$ cat config.mk
export PLATFORM = sky130hd
export DESIGN_NAME = riscv_core_icache_axi_refill
export DESIGN_NICKNAME = d
export VERILOG_FILES = /design/src/rtl/riscv_core_icache_pkg.sv /design/src/rtl/riscv_core_icache_axi_refill.sv
export SDC_FILE = /design/constraint.sdc
export NUM_CORES = 1
export LEC_CHECK = 0
export BUFFER_PORTS_ARGS = -buffer_cell sky130_fd_sc_hd__buf_2
export CAP_MARGIN = 20
export CORE_ASPECT_RATIO = 1.2
export CORE_MARGIN = 2
export CORE_UTILIZATION = 29
export CTS_CLUSTER_SIZE = 40
export DETAILED_ROUTE_END_ITERATION = 8
export GPL_ROUTABILITY_DRIVEN = 0
export PLACE_DENSITY_LB_ADDON = 0.15
export SYNTH_ARGS = -nofsm -noshare
export SYNTH_HDL_FRONTEND = slang
export SYNTH_SLANG_ARGS = --single-unit
export TNS_END_PERCENT = 10
$ cat constraint.sdc
create_clock -name i_clk -period 2.45 [get_ports i_clk]
set_input_delay 0.245 -clock i_clk [delete_from_list [all_inputs] [get_ports i_clk]]
set_output_delay 0.245 -clock i_clk [all_outputs]
set_load 0.01 [all_outputs]
$ cat src/rtl/riscv_core_icache_pkg.sv
// riscv_core_icache_pkg: refill FSM states and AXI encodings shared by the icache refill path
package riscv_core_icache_pkg;
  typedef enum logic [1:0] {ST_IDLE, ST_AR, ST_R, ST_DONE} refill_state_t;
  localparam logic [1:0] BURST_INCR = 2'b01;
  localparam logic [1:0] RESP_OKAY  = 2'b00;
endpackage

$ cat src/rtl/riscv_core_icache_axi_refill.sv
// riscv_core_icache_axi_refill: fetches one icache block with a single AXI4 INCR read burst
// Ports: i_mem_req/i_addr request from icache, o_mem_done/o_block/o_bus_err result,
//        o_ar* read-address channel (constant len/size/burst), i_r*/o_rready read-data channel.
module riscv_core_icache_axi_refill
  import riscv_core_icache_pkg::*;
#(
  parameter int ADDR_WIDTH     = 64,
  parameter int BLOCK_WIDTH    = 256,
  parameter int AXI_DATA_WIDTH = 64
) (
  input  logic                      i_clk,
  input  logic                      i_rst_n,
  input  logic                      i_mem_req,
  input  logic [ADDR_WIDTH-1:0]     i_addr,
  output logic                      o_mem_done,
  output logic [BLOCK_WIDTH-1:0]    o_block,
  output logic                      o_bus_err,
  output logic                      o_arvalid,
  input  logic                      i_arready,
  output logic [ADDR_WIDTH-1:0]     o_araddr,
  output logic [7:0]                o_arlen,
  output logic [2:0]                o_arsize,
  output logic [1:0]                o_arburst,
  input  logic                      i_rvalid,
  output logic                      o_rready,
  input  logic [AXI_DATA_WIDTH-1:0] i_rdata,
  input  logic [1:0]                i_rresp,
  input  logic                      i_rlast
);
  localparam int BEATS = BLOCK_WIDTH / AXI_DATA_WIDTH;
  localparam int CNT_W = (BEATS > 1) ? $clog2(BEATS) : 1;
  localparam logic [CNT_W-1:0] LAST = CNT_W'(BEATS - 1);
  localparam logic [ADDR_WIDTH-1:0] OFF_MASK = ADDR_WIDTH'(BLOCK_WIDTH / 8 - 1);
  refill_state_t state, state_nxt;
  logic [CNT_W-1:0] cnt;
  logic full;
  logic accept;
  logic r_hs;
  assign o_arlen   = 8'(BEATS - 1);
  assign o_arsize  = 3'($clog2(AXI_DATA_WIDTH / 8));
  assign o_arburst = BURST_INCR;
  assign accept    = (state == ST_IDLE) && i_mem_req;
  assign r_hs      = (state == ST_R) && i_rvalid;
  always_ff @(posedge i_clk or negedge i_rst_n)
    if (!i_rst_n) state <= ST_IDLE;
    else state <= state_nxt;
  always_comb begin
    state_nxt  = state;
    o_arvalid  = state == ST_AR;
    o_rready   = state == ST_R;
    o_mem_done = state == ST_DONE;
    unique case (state)
      ST_IDLE: state_nxt = i_mem_req ? ST_AR : ST_IDLE;
      ST_AR:   state_nxt = i_arready ? ST_R : ST_AR;
      ST_R:    state_nxt = (i_rvalid && i_rlast) ? ST_DONE : ST_R;
      default: state_nxt = ST_IDLE;
    endcase
  end
  // full marks that the top slot has been written, so surplus beats cannot overwrite it
  always_ff @(posedge i_clk or negedge i_rst_n)
    if (!i_rst_n) begin
      o_araddr  <= '0;
      o_block   <= '0;
      o_bus_err <= 1'b0;
      cnt       <= '0;
      full      <= 1'b0;
    end else if (accept) begin
      o_araddr  <= i_addr & ~OFF_MASK;
      o_bus_err <= 1'b0;
      cnt       <= '0;
      full      <= 1'b0;
    end else if (r_hs) begin
      if (!full) o_block[cnt*AXI_DATA_WIDTH +: AXI_DATA_WIDTH] <= i_rdata;
      full <= full || (cnt == LAST);
      cnt  <= (cnt == LAST) ? cnt : cnt + 1'b1;
      if (i_rresp != RESP_OKAY || (i_rlast && cnt != LAST)) o_bus_err <= 1'b1;
    end
endmodule
# Word-level counts from Yosys, hierarchy flattened

Cells that the tools add are included.

Bitwise logic cells: 2
Reduce and logical (&&, ||, !) cells: 13
Shift operators: 2
Add/subtract/negate cells: 2
Mux-type cells: 13
Eq/ne operators: 6

Operators with widths:

| cell                        | number |
|---|---|
| $bwmux W256                 | 1 |
| $shift A64 B34 Y256 const A | 1 |
| $shiftx A64 B34 Y256        | 1 |
| $neg A8 Y34                 | 1 |
| $mux W2                     | 4 |
| $mux W1                     | 7 |
| $eq A2 B2 Y1 const B        | 3 |
| $pmux W2 S3                 | 1 |
| $reduce_bool A2 Y1          | 3 |
| $logic_and A1 B1 Y1         | 4 |
| $ne A2 B2 Y1 const B        | 2 |
| $reduce_and A2 Y1           | 2 |
| $reduce_and A3 Y1           | 1 |
| $add A2 B1 Y2 const B       | 1 |
| $eq A2 B1 Y1 const B        | 1 |
| $logic_not A2 Y1            | 1 |
| $logic_or A1 B1 Y1          | 2 |
| $not A1 Y1                  | 2 |

Input port bits: 136
Register bits after elaboration: 321
Output and inout port bits: 337

# Depth between registers and ports, before layout

Gate-level depths: netlist of run 1.

Depth after elaboration: 6
Gate-level depth with buffers: 8
Gate-level depth less buffers: 5

# Worst setup path before layout of run 1

OpenSTA, ideal clock, no wires.

Path kind: register -> register
Start point: register cnt[0]
End point: register o_block[192]
Path buffers: 1
Slack: 0.475 ns
Data required time: 2.376 ns
Library setup time: 0.074 ns
Cell stages (with the launch flop): 7
Arrival time: 1.901 ns
Cell sequence: dfrtp_1 inv_1 ha_1 nor4b_4 buf_6 nand4_1 o21ai_2

Cells in the longest elaborated chain, start to end: 3
Elaborated cells on any way between the ends: 4
Classes of those cells: add/sub: 1; shift: 2; mux: 1

Ends and longest elaborated chain:

| element                                                     | line                               | RTL |
|---|---|---|
| start, declared                                             | riscv_core_icache_axi_refill.sv:35 | `logic [CNT_W-1:0] cnt;` |
| start signal, assigned                                      | riscv_core_icache_axi_refill.sv:75 | `cnt <= (cnt == LAST) ? cnt : cnt + 1'b1;` |
| $neg A8 Y34 (*)                                             | riscv_core_icache_axi_refill.sv:73 | `if (!full) o_block[cnt*AXI_DATA_WIDTH +: AXI_DATA_WIDTH] <= i_rdata;` |
| $shiftx A64 B34 Y256 or $shift A64 B34 Y256 (tied branches) | riscv_core_icache_axi_refill.sv:73 |  |
| $bwmux W256 (*)                                             | riscv_core_icache_axi_refill.sv:73 |  |
| end signal, assigned by index                               | riscv_core_icache_axi_refill.sv:73 |  |
| end, declared                                               | riscv_core_icache_axi_refill.sv:16 | `output logic [BLOCK_WIDTH-1:0] o_block,` |

Mark *: on every way between the ends. The rest lies on a longest branch, timed or not.
A chain may end at the register's enable or synchronous reset.

# Worst setup path after layout of run 1

Start point: register cnt[0]
End point: register o_block[132]

The elaborated chain is that of the path after synthesis.

==> reports/results.ini, run 1 <==
[run]
maxCapViolations = 0

[critical_path]
path_class = register to register
arrival_ps = 2390
r2r_start = cnt[0]
start_kind = register
path_depth = 6
slowest_stage = nor4b_2
end_kind = register
crit_family = simple AND/OR/NAND/NOR gates
crit_path_max_incr_delay_ps = 530
path_buf_inv = 2
worst-endpoint-required_ps = 2910
critPathMaxFanout = 34
crit_chain = inv_1, ha_1, nor4b_2, buf_12, nand4_1, o21ai_0
reg2reg_depth = 6
startpoint = cnt[0]

[floorplanning]
start_util_pct = 29.39
die_h_um = 243.4
ios = 473
die_w_um = 203.5
coreArea_um2 = 47130
die-area_um2 = 49540
rows = 87

[synth]
synth-seq-area-share_pct = 57.99
synth.avg_cell_area_um2 = 10.49
yosys_register_bits = 321
synth_top_cell_area_share_pct = 57.99
synth_area_leaders = dfrtp_1 (58%), nand4_1 (11%), o21ai_0 (7.0%)
yosysWarnings = 0
yosys_most_used_dff = dfrtp_1
yosysTopAreaCell = dfrtp_1
netlist_instances = 1321
synth-async-reset-ratio_pct = 100.0
synth_area_um2 = 13850
yosysUniqueCellTypes = 31
synth-edff-count = 0

[cells_and_area]
fin_nets = 1984
fin_util_pct = 41.08
instances_no_fill = 2495
layout_commonest_cell = buf_2
fill_cells = 4594
diodes = 0
drive_gt1_share_pct = 36.54
mostFrequentLayoutCells = buf_2 (448), dfrtp_1 (321), inv_1 (257)
area_growth_pct = 39.79

[cts]
clock_latency_ps = 550
cts_tree = done
clock-sinks = 321
cts_buffers = 38
cts-htree-levels = 2
cts_resized = 0
cts_buffer_depth = 3
cts-root-buf = clkbuf_16
cts.clk_slew.worst_paths_ps = 60

[route]
drc_errors = 0
ant_nets = 0
routed_wl_mm = 51.35
drt_first_pass_iters = 5
via_count = 12089
detail_route.wl_per_cell_um = 20.58
drt_first_iter_violations = 647
viasPerCell = 4.845

[timing]
holdWs_ps = 26.67
post-route-period-util_pct = 78.47
maxSlewHeadroom_pct = 57.28
fmax_mhz = 520.2
clock-skew-final_ps = 9.452
finalHoldViolCount = 0
period_needed_ps = 1922
worst_pin_slew_ps = 640.8
grt_setup_unrepaired = no
setup_tns_ps = 0
setup_viol_count_final = 0
slew_violations = 0

[min_path]
hp-class = primary input to register
worstHoldStart = i_rresp[0]
worstHoldPathCells = 3

[grt]
grt_pass1_wl_mm = 78.53
antenna_found_initial = 0
grt_max_degree = 120
grt_pass1_vias = 12541
grt_use_total_pct = 20.60
gr-total-overflow = 0

[power_and_ir_drop]
peakVddDrop_mv = 0.8241
power_density_nw_per_um2 = 1317
p_leak_nw = 9.182

[placement]
port_buffers = 449
dpl.hpwl_mm = 31.65
post-place-cells = 2303

[outcome]
status = completed

per-layer routing:
| metal | up-vias | part of all wire [%] | track usage (%) | routed length [µm] |
|---|---|---|---|---|
| met4 | 0 | 2.9 | 6.441 | 1470 |
| li1 | 5542 | - | - | - |
| met2 | 476 | 48 | 34.21 | 24470 |
| met5 | - | 0 | 0 | 0 |
| met3 | 71 | 6.9 | 4.909 | 3530 |
| met1 | 6000 | 43 | 26.47 | 21890 |
cell families (layout without fill, tap and decap cells):
| family | Yosys count | in the layout | share of synthesized area (%) |
|---|---|---|---|
| buffers and inverters | 394 | 929 | 12.52 |
| flip-flops | 321 | 321 | 57.99 |
| XOR/XNOR | 1 | 1 | 0.06324 |
| AO/OA/AOI/OAI | 259 | 259 | 11.09 |
| other | 2 | 18 | 0.05422 |
| adder cells (fa/ha/maj) | 6 | 6 | 0.5419 |
| AND/OR/NAND/NOR | 276 | 276 | 12.71 |
| multiplexers | 62 | 62 | 5.031 |
path summary, 6_finish.rpt:
path / slack (ps) / end
max: 530 / o_block[132]
min: 30 / o_bus_err
max reg2reg: 530 / o_block[132]
min reg2reg: 500 / o_araddr[55]
max in group asynchronous: 1510 / o_block[165]
min in group asynchronous: 200 / o_araddr[27]
cells in the mapped netlist, types with 6 or more instances:
| library cell | n |
|---|---|
| dfrtp_1 | 321 |
| inv_1 | 257 |
| nand4_1 | 254 |
| o21ai_0 | 195 |
| mux2_2 | 61 |
| o21ai_2 | 60 |
| buf_2 | 53 |
| buf_4 | 32 |
| clkbuf_1 | 31 |
| buf_1 | 8 |
| buf_6 | 6 |
| clkbuf_4 | 6 |
| ha_1 | 6 |
report_power, final:
group / switching (W) / total (W) / internal, W
Sequential: 0.00129 / 0.00902 / 0.00773
Combinational: 0.00629 / 0.0101 / 0.00385
Clock: 0.00237 / 0.00635 / 0.00398
Total: 0.00995 / 0.0255 / 0.0156
layout make-up:
| cell class | instances | area, µm² | area share (%) |
|---|---|---|---|
| tap | 623 | 779.5 | 4.026 |
| sequential | 321 | 8033 | 41.48 |
| multi-input combinational | 622 | 4225 | 21.82 |
| clock buffer | 54 | 1175 | 6.067 |
| inverter | 257 | 964.7 | 4.982 |
| clock inverter | 16 | 237.7 | 1.228 |
| timing repair buffer | 602 | 3949 | 20.39 |
stage by stage:
step	total power (W)	worst slack, ps	area [µm²]
final	0.02551	527.6	19360
after global routing	0.02709	364.9	19360
after CTS	0.02584	506.5	19360
after detailed placement	0.01912	535.8	16730
after global placement	0.01905	560.8	16730
after floorplan	0.01413	474.9	13910
what timing repair did:
action                                 CTS  global route
setup buffers                            0             0
hold buffers                           122             0
setup endpoints to repair                0             0
endpoints found under the hold margin  261             0
worst register-to-register path, stage by stage (launching register included):
cell and delay, ps:
dfrtp_1 340, inv_1 110, ha_1 290, nor4b_2 530, buf_12 300, nand4_1 150
o21ai_0 110
sequential cells by signal (all words and copies together) (netlist names):
name and count:
o_block 256, o_araddr 59, cnt 2, state 2, full 1, o_bus_err 1
Note: power is estimated with default switching activity, not from simulation.
==> inputs of run 2 (changes only) <==
--- a/config.mk
+++ b/config.mk
@@ -5,6 +5,7 @@
 export SDC_FILE = /design/constraint.sdc
 export NUM_CORES = 1
 export LEC_CHECK = 0
+export ABC_AREA = 1
 export BUFFER_PORTS_ARGS = -buffer_cell sky130_fd_sc_hd__buf_2
 export CAP_MARGIN = 20
 export CORE_ASPECT_RATIO = 1.2
==> constraint.sdc (replaced) <==
create_clock -name i_clk -period 1.55 [get_ports i_clk]
set_input_delay 0.155 -clock i_clk [delete_from_list [all_inputs] [get_ports i_clk]]
set_output_delay 0.155 -clock i_clk [all_outputs]
set_load 0.01 [all_outputs]
==> reports/results.ini, run 2 <==
[synth]
synth-edff-count = 0
synth_top_family_by_area = simple AND/OR/NAND/NOR gates
yosysTopAreaCell = dfrtp_1
synthAdderAreaFrac_pct = 0.5043
yosys_register_bits = 321
synthSimpleGateAreaFrac_pct = 37.40
synth_area_leaders = dfrtp_1 (54%), nand2_1 (20%), nand3_1 (11%)
synth_compound_area_share_pct = 0.1261
synth_top_cell_area_share_pct = 53.96
muxShareOfSynthArea_pct = 0
yosysUniqueCellTypes = 22
synth_area_um2 = 14890
synth-xor-area-share_pct = 0
yosys_most_used_dff = dfrtp_1
synth.avg_cell_area_um2 = 7.729
synth-seq-area-share_pct = 53.96
synth.top_cells.by_count = nand2_1 (775), dfrtp_1 (321), nand3_1 (321)
netlist_instances = 1926
synth.most_common_cell = nand2_1
synth-async-reset-ratio_pct = 100.0
yosysWarnings = 0

[grt]
grt_pass1_wl_mm = 89.57
grt_use_total_pct = 21.72
grt_max_degree = 66
grt_pass1_vias = 14687
antenna_found_initial = 0
gr-total-overflow = 0

[critical_path]
start_kind = register
r2r_start = cnt[0]
arrival_ps = 2080
startpoint = cnt[0]
end_kind = register
critPathMaxFanout = 8
worst-endpoint-required_ps = 1980
path_class = register to register

[timing]
grt_setup_unrepaired = yes
post-route-period-util_pct = 106.3
finalHoldViolCount = 0
fmax_mhz = 607.0
clock-skew-final_ps = 14.56
period_needed_ps = 1647
fin_ws_ps = -97.39
slew_violations = 0
setup_viol_count_final = 220

[run]
maxCapViolations = 0

[cells_and_area]
largest_reg_flops = 256
top_register = o_block
fin_nets = 2627
diodes = 0
drive_gt1_share_pct = 27.33
fin_util_pct = 42.29
area_growth_pct = 43.32
reg.largest.list = o_block x256, o_araddr x59
layout_commonest_cell = nand2_1
fill_cells = 5155
mostFrequentLayoutCells = nand2_1 (769), buf_2 (447), dfrtp_1 (320)
fin_area_um2 = 21330

[route]
drt_first_iter_violations = 856
viasPerCell = 4.696
ant_nets = 0
detail_route.wl_per_cell_um = 18.71
routed_wl_mm = 59.00
drc_errors = 0
drt_first_pass_iters = 5
via_count = 14811

[placement]
port_buffers = 449
dpl.hpwl_mm = 38.49
dpl_cell_area_um2 = 18200
pre_cts_ws_ps = -129.3

[cts]
cts.clk_slew.worst_paths_ps = 60
cts_buffer_depth = 3
clock_latency_ps = 550
cts_buffers = 38
cts-htree-levels = 2
cts-root-buf = clkbuf_16
clock-sinks = 321
cts_tree = done

[floorplanning]
die_w_um = 210.8
coreArea_um2 = 50450
die_h_um = 252.2
start_util_pct = 29.51
die-area_um2 = 53170
ios = 473
rows = 90

[outcome]
failed_checks = setup timing
status = finished, violations left

[min_path]
hp-class = primary input to asynchronous set/reset pin

[power_and_ir_drop]
power_density_nw_per_um2 = 1578
peakVddDrop_mv = 1.057
p_leak_nw = 11.85

-- run 2: cell count changes after synthesis, moves of 61 or more --
cell / before / now
mux2_2: 61 / 0
inv_1: 257 / 74
nand3_1: 0 / 321
nand2_1: 1 / 775
nand4_1: 254 / 1
nor2_1: 2 / 258
o21ai_0: 195 / 1
-- run 2: final timing paths --
kind	to	slack, ps	cells past startpoint
worst min register to register	o_block[44]	460	2
worst max register to register	o_block[134]	-100	9
min in group i_clk	state[0]	190	4
max in group asynchronous	o_block[185]	750	3
worst max-delay path	o_block[134]	-100	9
worst min-delay path	o_araddr[10]	70	2
-- run 2: logic make-up after synthesis --
family | after synthesis
buf+inv | 232
fa+ha+maj | 6
compound gates | 3
flops | 321
other cells | 2
simple gates | 1362
-- run 2: power by group --
group          switching (W)  total, W  internal (W)
logic                0.00910    0.0139       0.00485
registers           0.000803    0.0106       0.00980
clock network        0.00369   0.00912       0.00543
total                 0.0136    0.0337        0.0201
-- run 2: area by class of cell --
class | instances | area, µm² | share of cell area (%)
tap | 644 | 805.8 | 3.777
multi-input combinational | 1389 | 6167 | 28.91
clock inverter | 5 | 75.07 | 0.3519
timing repair buffer | 657 | 4786 | 22.43
sequential | 321 | 8036 | 37.67
inverter | 78 | 306.5 | 1.437
clock buffer | 60 | 1157 | 5.425
-- run 2: through the flow --
| step | hold slack (ps) | total power (W) | setup TNS [ps] | instances |
|---|---|---|---|---|
| floorplan | -140.6 | 0.01731 | -4592 | 1942 |
| global placement | 54.30 | 0.02311 | -9862 | 2948 |
| detailed placement | 54.40 | 0.02322 | -13740 | 2948 |
| CTS | 51.18 | 0.03327 | -5203 | 3150 |
| global route | 80.96 | 0.03567 | -25250 | 3154 |
| finish | 73.00 | 0.03367 | -6979 | 3154 |
-- run 2: what timing repair did --
item                       CTS  global route
hold buffers               129             0
pin swaps                    4            16
setup endpoints to repair  256           258
hold endpoints to repair   531             0
buffers inserted             5             3
gates cloned                 3             5
gates resized for setup     34            89
-- run 2: routing by layer --
layer | routed length, µm | vias to the layer above | global-route usage [%]
li1 | - | 7075 | -
met1 | 25330 | 7155 | 28.59
met2 | 28260 | 501 | 35.56
met3 | 3947 | 80 | 5.119
met4 | 1467 | 0 | 6.318
met5 | 0 | - | 0
-- run 2: critical path, cell delays in order, from the launching register on --
cell        delay (ps)
dfrtp_4            480
inv_4               80
ha_4               140
clkinvlp_4         150
nand3_4            130
buf_12             180
buf_6              220
nor2_2              50
nand3_1             70
nand2_1             50
==> inputs of run 3 (changes only) <==
--- a/config.mk
+++ b/config.mk
@@ -14,6 +14,7 @@
 export CTS_CLUSTER_SIZE = 40
 export DETAILED_ROUTE_END_ITERATION = 8
 export GPL_ROUTABILITY_DRIVEN = 0
+export GPL_TIMING_DRIVEN = 0
 export PLACE_DENSITY_LB_ADDON = 0.15
 export SYNTH_ARGS = -nofsm -noshare
 export SYNTH_HDL_FRONTEND = slang
==> reports/results.ini, run 3 (synthesis results as in run 2) <==
[min_path]
hp-class = primary input to register

[power_and_ir_drop]
power_density_nw_per_um2 = 1582
peakVddDrop_mv = 0.9152
power.total_w = 0.03519
p_leak_nw = 12.36

[run]
maxCapViolations = 0

[grt]
antenna_found_initial = 3
grt_pass1_wl_mm = 89.84
grt_max_degree = 115
gr-total-overflow = 0
grt_pass1_vias = 14719
grt_use_total_pct = 22.21

[placement]
dpl.hpwl_mm = 43.48
port_buffers = 449
pre_cts_ws_ps = -1172
post-place-cells = 3039

[cells_and_area]
fin_nets = 2732
fin_util_pct = 44.08
mostFrequentLayoutCells = nand2_1 (768), buf_2 (471), dfrtp_1 (318)
layout_commonest_cell = nand2_1
top_register = o_block
drive_gt1_share_pct = 31.78
instances_no_fill = 3259
diodes = 0
area_growth_pct = 49.40
largest_reg_flops = 256
reg.largest.list = o_block x256, o_araddr x59

[timing]
post-route-period-util_pct = 116.8
fin_ws_ps = -260.6
worst_pin_slew_ps = 655.4
setup_tns_ps = -45120
clock-skew-final_ps = 16.57
fmax_mhz = 552.3
period_needed_ps = 1811
finalHoldViolCount = 0
slew_violations = 0
grt_setup_unrepaired = yes
maxSlewHeadroom_pct = 56.31
setup_viol_count_final = 253

[cts]
cts_buffer_depth = 3
cts-root-buf = clkbuf_16
cts.clk_slew.worst_paths_ps = 60
cts-htree-levels = 2
clock_latency_ps = 550
cts_buffers = 39
cts_tree = done
clock-sinks = 321

[route]
detail_route.wl_per_cell_um = 18.63
via_count = 15058
drt_first_iter_violations = 842
viasPerCell = 4.620
drc_errors = 0
routed_wl_mm = 60.72
drt_first_pass_iters = 5
ant_nets = 0

[floorplanning]
ios = 473
rows = 90
die-area_um2 = 53170
coreArea_um2 = 50450
die_w_um = 210.8
die_h_um = 252.2
start_util_pct = 29.51

[outcome]
status = finished, violations left
failed_checks = setup timing

[critical_path]
path_class = register to register
critPathMaxFanout = 6
end_kind = register
start_kind = register
worst-endpoint-required_ps = 2030
arrival_ps = 2290

## run 3: cell count changes in the layout (fill, tap and decap cells not counted), moves of 10 or more
cell and delta:
buf_4 +25, buf_6 +25, buf_2 +24, buf_12 -23, nor2_1 -19, clkbuf_2 +17, nor2_2 +15, clkbuf_4 +14
nand3_1 -12, nand3_2 +12, buf_8 +10
## run 3: area by class of cell
type	instances	area, µm²
Clock inverter	12	147.6
Timing Repair Buffer	607	3981
Fill cell	5114	28210
Multi-Input combinational cell	1390	6325
Inverter	78	317.8
Clock buffer	54	1135
Tap cell	644	805.8
Timing Repair inverter	1	16.27
Sequential cell	321	8036
Buffer	152	1474
## run 3: repair_timing
action / 4_1_cts / 5_1_grt
hold buffers: 125 / 0
setup buffers: 15 / 6
pin swaps: 13 / 37
resized for setup: 193 / 169
cloned: 4 / 6
setup endpoints to repair: 262 / 319
endpoints found under the hold margin: 414 / 0
## run 3: worst max-delay path, cell delays in order (launching register included)
cell and delay [ps]:
dfrtp_2 430, clkinvlp_4 190, ha_4 400, nand3_4 120, buf_12 170, clkbuf_16 170, nor2_4 90, nand3_2 80
nand2_1 80
## run 3: layer usage
metal	up-vias	GRT usage [%]	part of all wire (%)
li1	7283	-	-
met1	7156	28.30	42
met2	503	37.51	48
met3	112	4.498	6.0
met4	4	7.565	3.5
met5	-	0	0.035
## run 3: path summary, 6_finish.rpt
path,start,end,slack (ps),cells past startpoint
max in group asynchronous,i_rst_n,o_block[47],220,4
max,cnt[0],o_block[159],-260,8
min,i_rdata[16],o_block[16],30,5
min reg2reg,o_block[46],o_block[46],460,2
min in group asynchronous,i_rst_n,o_araddr[41],70,2
max reg2reg,cnt[0],o_block[159],-260,8
## run 3: power breakdown
| group | switching (W) | internal [W] | total [W] |
|---|---|---|---|
| logic | 0.00949 | 0.00571 | 0.0152 |
| registers | 0.000858 | 0.00980 | 0.0107 |
| clock network | 0.00373 | 0.00560 | 0.00933 |
## run 3: stage by stage
| stage | cell area (µm²) | hold slack, ps |
|---|---|---|
| after floorplan | 15000 | -140.6 |
| after global placement | 18060 | 351.9 |
| after detailed placement | 18160 | 59.78 |
| after CTS | 21630 | 4.127 |
| after global routing | 22240 | 27.69 |
| final | 22240 | 25.68 |
